===== src/rtl/washer_seq_pkg.sv =====
// Shared types for the washer cycle sequencer: state encoding and fault codes.
package washer_seq_pkg;

    typedef enum logic [3:0] {
        ST_IDLE   = 4'd0,
        ST_FILL   = 4'd1,
        ST_WASH   = 4'd2,
        ST_DRAIN  = 4'd3,
        ST_SPIN   = 4'd4,
        ST_CDRAIN = 4'd5,
        ST_FAULT  = 4'd6
    } state_t;

    localparam logic [2:0] FC_NONE       = 3'd0;
    localparam logic [2:0] FC_FILL_TO    = 3'd1;
    localparam logic [2:0] FC_DRAIN_TO   = 3'd2;
    localparam logic [2:0] FC_DOOR_LOCK  = 3'd3;
    localparam logic [2:0] FC_DOOR_START = 3'd4;

    // States in which the door is held locked and the sequence is considered running.
    function automatic logic is_locked(state_t s);
        return (s == ST_FILL) || (s == ST_WASH) || (s == ST_DRAIN) ||
               (s == ST_SPIN) || (s == ST_CDRAIN);
    endfunction

endpackage


===== src/rtl/washer_timer.sv =====
// Phase timer: up-counter with synchronous clear, run enable and an equality compare.
module washer_timer #(
    parameter int TIMER_W = 16
) (
    input  logic               clk,
    input  logic               rst,
    input  logic               i_clr,
    input  logic               i_en,
    input  logic [TIMER_W-1:0] i_limit,
    output logic               o_eq
);

    logic [TIMER_W-1:0] r_cnt;

    always_ff @(posedge clk) begin
        if (rst || i_clr) begin
            r_cnt <= '0;
        end else if (i_en) begin
            r_cnt <= r_cnt + TIMER_W'(1);
        end
    end

    assign o_eq = (r_cnt == i_limit);

endmodule


===== src/rtl/washer_seq.sv =====
// Washer cycle sequencer: fill/wash/drain, rinse passes, spin, with pause,
// door lock, cancel-to-safe-drain and fault latching.
//
//   state  | meaning
//   IDLE   | waiting for start
//   FILL   | fill valve open until water_full
//   WASH   | agitate for WASH_CYC active cycles
//   DRAIN  | pump out; loops to FILL while rinses remain, else SPIN
//   SPIN   | spin + pump until dry_sensor or SPIN_CYC
//   CDRAIN | cancel requested: pump out, then IDLE without done
//   FAULT  | everything off, code held until cancel
module washer_seq
    import washer_seq_pkg::*;
#(
    parameter int TIMER_W  = 16,
    parameter int RINSE_W  = 2,
    parameter int WASH_CYC = 1000,
    parameter int SPIN_CYC = 500,
    parameter int FILL_TO  = 4000,
    parameter int DRAIN_TO = 4000
) (
    input  logic               clk,
    input  logic               rst,
    input  logic               start,
    input  logic [RINSE_W-1:0] rinse_cnt,
    input  logic               door_open,
    input  logic               water_full,
    input  logic               drained,
    input  logic               dry_sensor,
    input  logic               pause,
    input  logic               cancel,
    output logic               water_fill,
    output logic               motor_wash,
    output logic               motor_spin,
    output logic               drain,
    output logic               door_lock,
    output logic               fault,
    output logic [2:0]         fault_code,
    output logic               busy,
    output logic               done,
    output logic [3:0]         state
);

    localparam logic [TIMER_W-1:0] L_FILL  = TIMER_W'(FILL_TO - 1);
    localparam logic [TIMER_W-1:0] L_WASH  = TIMER_W'(WASH_CYC - 1);
    localparam logic [TIMER_W-1:0] L_SPIN  = TIMER_W'(SPIN_CYC - 1);
    localparam logic [TIMER_W-1:0] L_DRAIN = TIMER_W'(DRAIN_TO - 1);

    state_t             r_state;
    logic               r_pause;
    logic [2:0]         r_fc;
    logic               r_done;
    logic [RINSE_W-1:0] r_rinses;

    state_t             w_next;
    logic               w_locked;
    logic               w_run;
    logic               w_clr;
    logic               w_en;
    logic               w_eq;
    logic [TIMER_W-1:0] w_limit;
    logic               w_timeout;
    logic               w_fc_set;
    logic [2:0]         w_fc_val;

    assign w_locked = is_locked(r_state);
    assign w_run    = w_locked && !r_pause;
    assign w_clr    = (w_next != r_state);
    assign w_en     = w_run;

    washer_timer #(
        .TIMER_W (TIMER_W)
    ) u_timer (
        .clk     (clk),
        .rst     (rst),
        .i_clr   (w_clr),
        .i_en    (w_en),
        .i_limit (w_limit),
        .o_eq    (w_eq)
    );

    always_comb begin
        w_limit = L_WASH;
        case (r_state)
            ST_FILL:             w_limit = L_FILL;
            ST_SPIN:             w_limit = L_SPIN;
            ST_DRAIN, ST_CDRAIN: w_limit = L_DRAIN;
            default:             w_limit = L_WASH;
        endcase
    end

    // Timeouts only fire on a running cycle, so a paused phase cannot expire.
    assign w_timeout = w_run && w_eq &&
                       ((r_state == ST_FILL) || (r_state == ST_DRAIN) || (r_state == ST_CDRAIN));

    always_comb begin
        w_next   = r_state;
        w_fc_set = 1'b0;
        w_fc_val = FC_NONE;
        case (r_state)
            ST_IDLE: begin
                if (start) begin
                    if (door_open) begin
                        w_next   = ST_FAULT;
                        w_fc_set = 1'b1;
                        w_fc_val = FC_DOOR_START;
                    end else begin
                        w_next = ST_FILL;
                    end
                end
            end
            ST_FAULT: begin
                if (cancel) begin
                    w_next = ST_IDLE;
                end
            end
            default: begin
                if (door_open) begin
                    w_next   = ST_FAULT;
                    w_fc_set = 1'b1;
                    w_fc_val = FC_DOOR_LOCK;
                end else if (w_timeout) begin
                    w_next   = ST_FAULT;
                    w_fc_set = 1'b1;
                    w_fc_val = (r_state == ST_FILL) ? FC_FILL_TO : FC_DRAIN_TO;
                end else if (cancel && (r_state != ST_CDRAIN)) begin
                    w_next = ST_CDRAIN;
                end else if (!r_pause) begin
                    case (r_state)
                        ST_FILL:   if (water_full) w_next = ST_WASH;
                        ST_WASH:   if (w_eq) w_next = ST_DRAIN;
                        ST_DRAIN: begin
                            if (drained) begin
                                w_next = (r_rinses != '0) ? ST_FILL : ST_SPIN;
                            end
                        end
                        ST_SPIN:   if (dry_sensor || w_eq) w_next = ST_IDLE;
                        ST_CDRAIN: if (drained) w_next = ST_IDLE;
                        default:   w_next = r_state;
                    endcase
                end
            end
        endcase
    end

    always_ff @(posedge clk) begin
        if (rst) begin
            r_state  <= ST_IDLE;
            r_pause  <= 1'b0;
            r_fc     <= FC_NONE;
            r_done   <= 1'b0;
            r_rinses <= '0;
        end else begin
            r_state <= w_next;
            r_pause <= pause;
            r_done  <= (r_state == ST_SPIN) && (w_next == ST_IDLE);
            if (w_fc_set) begin
                r_fc <= w_fc_val;
            end else if ((r_state == ST_FAULT) && (w_next == ST_IDLE)) begin
                r_fc <= FC_NONE;
            end
            if ((r_state == ST_IDLE) && (w_next == ST_FILL)) begin
                r_rinses <= rinse_cnt;
            end else if ((r_state == ST_DRAIN) && (w_next == ST_FILL)) begin
                r_rinses <= r_rinses - RINSE_W'(1);
            end
        end
    end

    assign water_fill = w_run && (r_state == ST_FILL);
    assign motor_wash = w_run && (r_state == ST_WASH);
    assign motor_spin = w_run && (r_state == ST_SPIN);
    assign drain      = w_run && ((r_state == ST_DRAIN) || (r_state == ST_SPIN) ||
                                  (r_state == ST_CDRAIN));
    assign door_lock  = w_locked;
    assign fault      = (r_state == ST_FAULT);
    assign fault_code = r_fc;
    assign busy       = (r_state != ST_IDLE) && (r_state != ST_FAULT);
    assign done       = r_done;
    assign state      = r_state;

endmodule

===== config.mk =====
export PLATFORM = sky130hd
export DESIGN_NAME = washer_seq
export DESIGN_NICKNAME = d
export VERILOG_FILES = /design/src/rtl/washer_seq_pkg.sv /design/src/rtl/washer_timer.sv /design/src/rtl/washer_seq.sv
export SDC_FILE = /design/constraint.sdc
export NUM_CORES = 1
export LEC_CHECK = 0
export ABC_AREA = 1
export ABC_CLOCK_PERIOD_IN_PS = 2080
export CAP_MARGIN = 40
export CORE_MARGIN = 2
export CORE_UTILIZATION = 49
export DETAILED_ROUTE_END_ITERATION = 6
export GPL_ROUTABILITY_DRIVEN = 0
export PLACE_DENSITY = 0.8
export SYNTH_ARGS = -nofsm -noshare
export SYNTH_HDL_FRONTEND = slang
export SYNTH_SLANG_ARGS = --single-unit

===== constraint.sdc =====
create_clock -name clk -period 2.08 [get_ports clk]
set_input_delay 0.624 -clock clk [delete_from_list [all_inputs] [get_ports clk]]
set_output_delay 0.624 -clock clk [all_outputs]
set_load 0.02 [all_outputs]

Word-level counts from Yosys, hierarchy flattened
Index checks and enable logic that the tools add are counted.
{"block": "word_totals", "in_bits": 11, "output_inout_bits": 15, "register_bits": 27}
{"block": "op_classes", "n_reduce_logical": 31, "eq_ne": 11, "addsub": 2, "n_mux": 31}
{"operator": "two-way mux 4 bit", "n": 11}
{"operator": "case mux 12 bit (2 select lines)", "n": 1}
{"operator": "case mux 4 bit (5 select lines)", "n": 1}
{"operator": "two-way mux 3 bit", "n": 6}
{"operator": "adder 16 x 1 -> 16 bit (second input constant)", "n": 1}
{"operator": "== test 16 x 12 -> 1 bit", "n": 1}
{"operator": "logical AND 1 bit", "n": 13}
{"operator": "== test 4 x 3 -> 1 bit (second input constant)", "n": 3}
{"operator": "logical OR 1 bit", "n": 10}
{"operator": "two-way mux 2 bit", "n": 5}
{"operator": "== test 4 x 1 -> 1 bit (second input constant)", "n": 2}
{"operator": "== test 4 x 2 -> 1 bit (second input constant)", "n": 2}
{"operator": "zero test 4 bit", "n": 2}
{"operator": "!= test 4 x 3 -> 1 bit (second input constant)", "n": 2}
{"operator": "case mux 4 bit (2 select lines)", "n": 1}
{"operator": "case mux 3 bit (2 select lines)", "n": 1}
{"operator": "nonzero test 2 bit", "n": 3}
{"operator": "two-way mux 1 bit", "n": 4}
{"operator": "!= test 4 bit", "n": 1}
{"operator": "nonzero test 4 bit", "n": 1}
{"operator": "OR reduction 3 bit", "n": 1}
{"operator": "case mux 1 bit (2 select lines)", "n": 1}
{"operator": "subtractor 2 x 1 -> 2 bit (second input constant)", "n": 1}
{"operator": "zero test 1 bit", "n": 1}

Logic depth before layout (Yosys ltp)
{"block": "logic_depth", "word_depth": 16, "ltp_mapped": 18}

By module
From an unflattened synthesis, not the netlist that was laid out.
{"block": "unflattened", "cells_unflattened": 320, "hier_area_um2": 2048.2}
{"mod": "washer_timer", "seq_area_each_um2": 320.3, "n_inst": 1, "area_per_inst_um2": 1074.8, "cells_per_inst": 168}
{"mod": "washer_seq", "seq_area_each_um2": 220.2, "n_inst": 1, "area_per_inst_um2": 973.4, "cells_per_inst": 152}

Worst setup path after synthesis
Ideal clock, no wire load.
{"block": "synth_path", "path_type": "reg2reg", "startpoint": "reg r_state[1] (netlist: state[1])", "endpoint": "reg u_timer.r_cnt[5]", "path_stages_with_launch": 13, "t_required_ps": 2018, "arrival_ps": 2508, "synth_period_minus_slack_ps": 2570, "path_slack_ps": -490, "cell_sequence": "dfxtp_1 > buf_2 > inv_1 > nor4_2 > nor2_2 > a31oi_1 > nand2_2 > nand2_1 > nand2_1 > nor2_2 > nand4_4 > buf_6 > nor2_2"}
{"element": "start, declared", "line": "washer_seq.sv:49", "source": "state_t r_state;"}
{"element": "start signal, assigned", "line": "washer_seq.sv:154", "source": "r_state <= w_next;"}
{"element": "== test 4 x 3 -> 1 bit"}
{"element": "named net fault", "line": "washer_seq.sv:37", "source": "output logic fault,"}
{"element": "case mux 4 bit (2 select lines)", "line": "washer_seq.sv:100", "source": "case (r_state)"}
{"element": "!= test 4 bit", "line": "washer_seq.sv:68", "source": "assign w_clr = (w_next != r_state);"}
{"element": "logical OR 1 bit", "line": "washer_timer.sv:16", "source": "if (rst || i_clr) begin"}
{"element": "end signal, assigned", "line": "washer_timer.sv:19", "source": "r_cnt <= r_cnt + TIMER_W'(1);"}
{"element": "end, declared", "line": "washer_timer.sv:13", "source": "logic [TIMER_W-1:0] r_cnt;"}
The timed path passes the listed nets, and every way through them passes these cells.
A chain may end at the register's enable or synchronous reset.

Worst setup path after layout
{"block": "layout_path", "startpoint": "reg r_state[0] (netlist: state[0])", "endpoint": "reg u_timer.r_cnt[9]"}
{"block": "layout_via", "elab_chain_len": 14}
{"element": "== test 4 x 1 -> 1 bit, or another cell as far along"}
{"element": "OR reduction 3 bit (no line)"}
{"element": "case mux 12 bit (2 select lines)", "line": "washer_seq.sv:84", "source": "case (r_state)"}
{"element": "== test 16 x 12 -> 1 bit", "line": "washer_timer.sv:23", "source": "assign o_eq = (r_cnt == i_limit);"}
{"element": "logical OR 1 bit", "line": "washer_seq.sv:137", "source": "ST_SPIN: if (dry_sensor || w_eq) w_next = ST_IDLE;"}
{"element": "two-way mux 4 bit", "line": "washer_seq.sv:137"}
{"element": "case mux 4 bit (5 select lines)", "line": "washer_seq.sv:129", "source": "case (r_state)"}
{"element": "two-way mux 4 bit", "line": "washer_seq.sv:128", "source": "end else if (!r_pause) begin"}
{"element": "two-way mux 4 bit", "line": "washer_seq.sv:126", "source": "end else if (cancel && (r_state != ST_CDRAIN)) begin"}
{"element": "two-way mux 4 bit", "line": "washer_seq.sv:122", "source": "end else if (w_timeout) begin"}
{"element": "two-way mux 4 bit", "line": "washer_seq.sv:118", "source": "if (door_open) begin"}
{"element": "case mux 4 bit (2 select lines)", "line": "washer_seq.sv:100"}
{"element": "!= test 4 bit", "line": "washer_seq.sv:68"}
{"element": "logical OR 1 bit", "line": "washer_timer.sv:16"}
Parallel ways exist; a longest one is shown, timed or not.

==> flow_metrics.py <==
metrics = {
    "cts": {
        "ctsHoldBuffers": 0,
        "cts-root-to-sink-buffers": 2,
        "clk_transition_reported_paths_ns": 0.10,
        "tritoncts": "done",
        "insertion_delay_ns": 0.28,
        "clock_tree.root_cell": "sky130_fd_sc_hd__clkbuf_8",
        "cts_htree_levels": 1,
        "clock_sinks": 27,
        "tritoncts.num_buffers": 3,
    },
    "global_route": {
        "global_route_wire_length_before_repair_mm": 8.631,
        "grt_usage_pct": 26.09,
        "initial_antenna_violation_count": 0,
        "largest_net_degree_at_the_start_of_global_routing": 17,
        "first_global_vias": 1937,
        "grt_remaining_overflow": 0,
    },
    "logic_synthesis": {
        "synth_edf_count": 0,
        "yosys.cell_types.count": 38,
        "mean_cell_area_of_the_mapped_netlist_um2": 6.956,
        "syn-instance-count": 259,
        "synth_area_leaders": "sky130_fd_sc_hd__dfxtp_1 (30%), sky130_fd_sc_hd__nand2_1 (10%), sky130_fd_sc_hd__inv_1 (7.7%)",
        "netlist_top_cells_count": "sky130_fd_sc_hd__nand2_1 (50), sky130_fd_sc_hd__inv_1 (37), sky130_fd_sc_hd__dfxtp_1 (27), sky130_fd_sc_hd__nor2_1 (25), sky130_fd_sc_hd__nand3_1 (20)",
        "synth_area_leader_cell": "sky130_fd_sc_hd__dfxtp_1",
        "yosysMostFrequentCell": "sky130_fd_sc_hd__nand2_1",
        "synth.yosys.seq_area_share_pct": 30.00,
        "yosys_warnings": 0,
        "syn-cell-area_mm2": 0.001802,
        "top_flip_flop_cell_by_instance_count_after_synthesis": "sky130_fd_sc_hd__dfxtp_1",
        "synthArstFlopShare_pct": 0,
        "yosys_register_bits": 27,
        "post-synth-top-area-fraction_pct": 30.00,
        "syn_nets": 272,
    },
    "pwr": {
        "reported_net_switching_power_w": 0.001522,
        "combPwrFrac_pct": 69.6,
        "irDropWorstVdd_mv": 0.6964,
        "power.sequential.fraction_pct": 20.4,
        "power.switching_fraction_pct": 46.89,
        "internal_power_w": 0.001724,
        "pwr_density_cell_mw_per_mm2": 1077,
        "p_clk_share_pct": 10.0,
        "cellLeakagePower_nw": 1.297,
    },
    "routing": {
        "route.vias.total": 2224,
        "detail_route.wl_per_cell_um": 16.83,
        "first_iter_violations": 208,
        "drc": 0,
        "detailedRoute.firstPassIterationCount": 4,
        "postRouteAntennaNets": 0,
        "vias_per_cell": 5.560,
        "wl_mm": 6.731,
    },
    "sta": {
        "fin_skew_ns": 0.003189,
        "timing.final.hold_violations": 0,
        "maxSlewViolCount": 0,
        "worst_pin_slew_ns": 0.5486,
        "min_setup_slack_post_route_ns": -0.3703,
        "rsz_0062_raised_after_global_routing": "true",
        "period_minus_slack_ns": 2.450,
        "max_slew_margin_pct": 63.09,
        "share_of_the_clock_period_used_by_the_worst_path_after_layout_pct": 117.8,
        "setup_viol_count_final": 26,
        "max_freq_mhz": 408.1,
    },
    "hold_path": {
        "holdCritPathClass": "register to register",
    },
    "layout": {
        "num-nets-final": 366,
        "final_area_mm2": 0.003013,
        "antenna_cells_inserted": 0,
        "regArea_um2": 555.5,
        "syn2layout_area_growth_pct": 67.22,
        "stdcell_count": 400,
        "multiInputGateArea_mm2": 0.001373,
        "fillCellCount": 187,
        "drive_gt1_share_pct": 49.15,
    },
    "worst_setup_path": {
        "critical_path.max_stage_delay_ns": 0.43,
        "cp.buffers_inverters": 3,
        "worst_ep_required_time_ns": 2.30,
        "worstSetupStartpointType": "register",
        "path_cells": "inv_2, nor2_2, nand2_1, nand2_4, nor2_2, a21oi_2, nand4_1, nand2_2, nand2_2, nand2_4, inv_4, nand2_2, nand2_2, nor2_4, nand4_4, clkbuf_16, nor2_1",
        "timing.critical_path.mode_cell": "sky130_fd_sc_hd__nand2_2",
        "cp_top_family": "simple AND/OR/NAND/NOR gates",
        "worst_path_max_delay_cell": "sky130_fd_sc_hd__dfxtp_4",
        "cp-end-kind": "register",
        "worstPathMaxFanout": 8,
        "critical_path_arrival_ns": 2.67,
        "timing.setup.critical_path_class": "register to register",
    },
    "die": {
        "die_area_mm2": 0.004178,
        "start_util_pct": 49.97,
        "die-height_um": 64.64,
        "std_cell_rows": 22,
        "top_level_ports": 26,
        "fp.coreArea_mm2": 0.003606,
        "horizontal_die_dimension_um": 64.64,
    },
    "placement": {
        "placed_area_mm2": 0.002512,
        "placedCellCount": 379,
        "io_buffers": 25,
        "dpl.hpwl_mm": 3.765,
    },
    "run_status": {
        "violations": "negative setup slack",
        "run_status": "finished with violations",
    },
    "flow_run": {
        "max-cap-violations": 0,
    },
}
-- flip-flops by register name (all words and copies together), names as in the netlist --
name / flops
u_timer.r_cnt: 16
state: 4
fault_code: 3
r_rinses: 2
done: 1
r_pause: 1
-- stage by stage --
step | setup TNS [ns] | worst slack (ns) | total power (W) | utilization, % | hold slack [ns]
finish | -6.217 | -0.3703 | 0.003246 | 83.55 | 0.4605
global route | -9.249 | -0.4910 | 0.003393 | 83.55 | 0.4876
CTS | -2.975 | -0.1763 | 0.002671 | 74.25 | 0.4679
detailed placement | -10.47 | -0.5043 | 0.002220 | 69.67 | 0.4539
global placement | -8.693 | -0.4203 | 0.002180 | 69.67 | 0.4491
floorplan | -0.7349 | -0.1255 | 0.001589 | - | 0.4392
-- path summary, 6_finish.rpt --
kind / from / end / slack (ns) / cells after the start
max: state[0] / u_timer.r_cnt[9] / -0.37 / 17
min: r_rinses[0] / r_rinses[0] / 0.46 / 2
max reg2reg: state[0] / u_timer.r_cnt[9] / -0.37 / 17
min reg2reg: r_rinses[0] / r_rinses[0] / 0.46 / 2
-- power by group through the flow --
stage / clock [W] / combinational (W) / sequential [W]
CTS: 0.000315 / 0.00171 / 0.000643
finish: 0.000323 / 0.00226 / 0.000664
global placement: 0 / 0.00154 / 0.000645
floorplan: 0 / 0.000911 / 0.000679
global route: 0.000343 / 0.00238 / 0.000669
detailed placement: 0 / 0.00157 / 0.000650
-- per-layer routing --
metal	up-vias	GRT usage, %	part of all wire [%]
met1	1036	34.34	40
met5	-	0	0
li1	1013	-	-
met4	0	7.181	4.9
met3	39	4.514	7.7
met2	136	44.01	47
-- cell usage in the layout (no fill, tap or decap), types with 5 or more instances in the layout --
cell type	instances
sky130_fd_sc_hd__a21oi_1	5
sky130_fd_sc_hd__a21oi_2	5
sky130_fd_sc_hd__buf_4	59
sky130_fd_sc_hd__buf_6	11
sky130_fd_sc_hd__clkdlybuf4s50_1	15
sky130_fd_sc_hd__dfxtp_1	23
sky130_fd_sc_hd__inv_1	35
sky130_fd_sc_hd__nand2_1	32
sky130_fd_sc_hd__nand2_2	20
sky130_fd_sc_hd__nand2_4	8
sky130_fd_sc_hd__nand3_1	10
sky130_fd_sc_hd__nand3_2	9
sky130_fd_sc_hd__nand4_1	6
sky130_fd_sc_hd__nor2_1	16
sky130_fd_sc_hd__nor2_2	14
sky130_fd_sc_hd__nor2_4	14
sky130_fd_sc_hd__xor2_1	11
-- final cells by class --
class / instances / share of cell area, %
clock buffer: 3 / 1.370
clock inverter: 1 / 0.2492
inverter: 40 / 5.233
multi-input combinational: 188 / 45.56
timing repair buffer: 93 / 27.16
tap: 48 / 1.993
sequential: 27 / 18.44
-- kinds of logic (layout without fill, tap and decap cells) --
kind of cell,after synthesis,in the layout,synth area share (%)
and+or+nand+nor,148,148,42.78
buffers and inverters,44,137,10.07
DFF,27,27,30.00
AOI/OAI and AO/OA,22,22,7.292
xor gates and xnor gates,13,13,6.736
muxes,3,3,1.736
adders and majority gates,2,2,1.389
-- tightest hold or removal path, stage by stage (launching register included) --
cell and delay (ns):
sky130_fd_sc_hd__dfxtp_1 0.33, sky130_fd_sc_hd__nand2_2 0.06, sky130_fd_sc_hd__a21oi_2 0.04
-- what timing repair did --
item	4_1_cts	5_1_grt
resized for setup	38	75
cloned	0	1
setup endpoints to repair	30	31
pin swaps	9	20
endpoints found under the hold margin	0	0
buffers inserted	9	7
No activity file was read; power rests on OpenSTA's default activity.
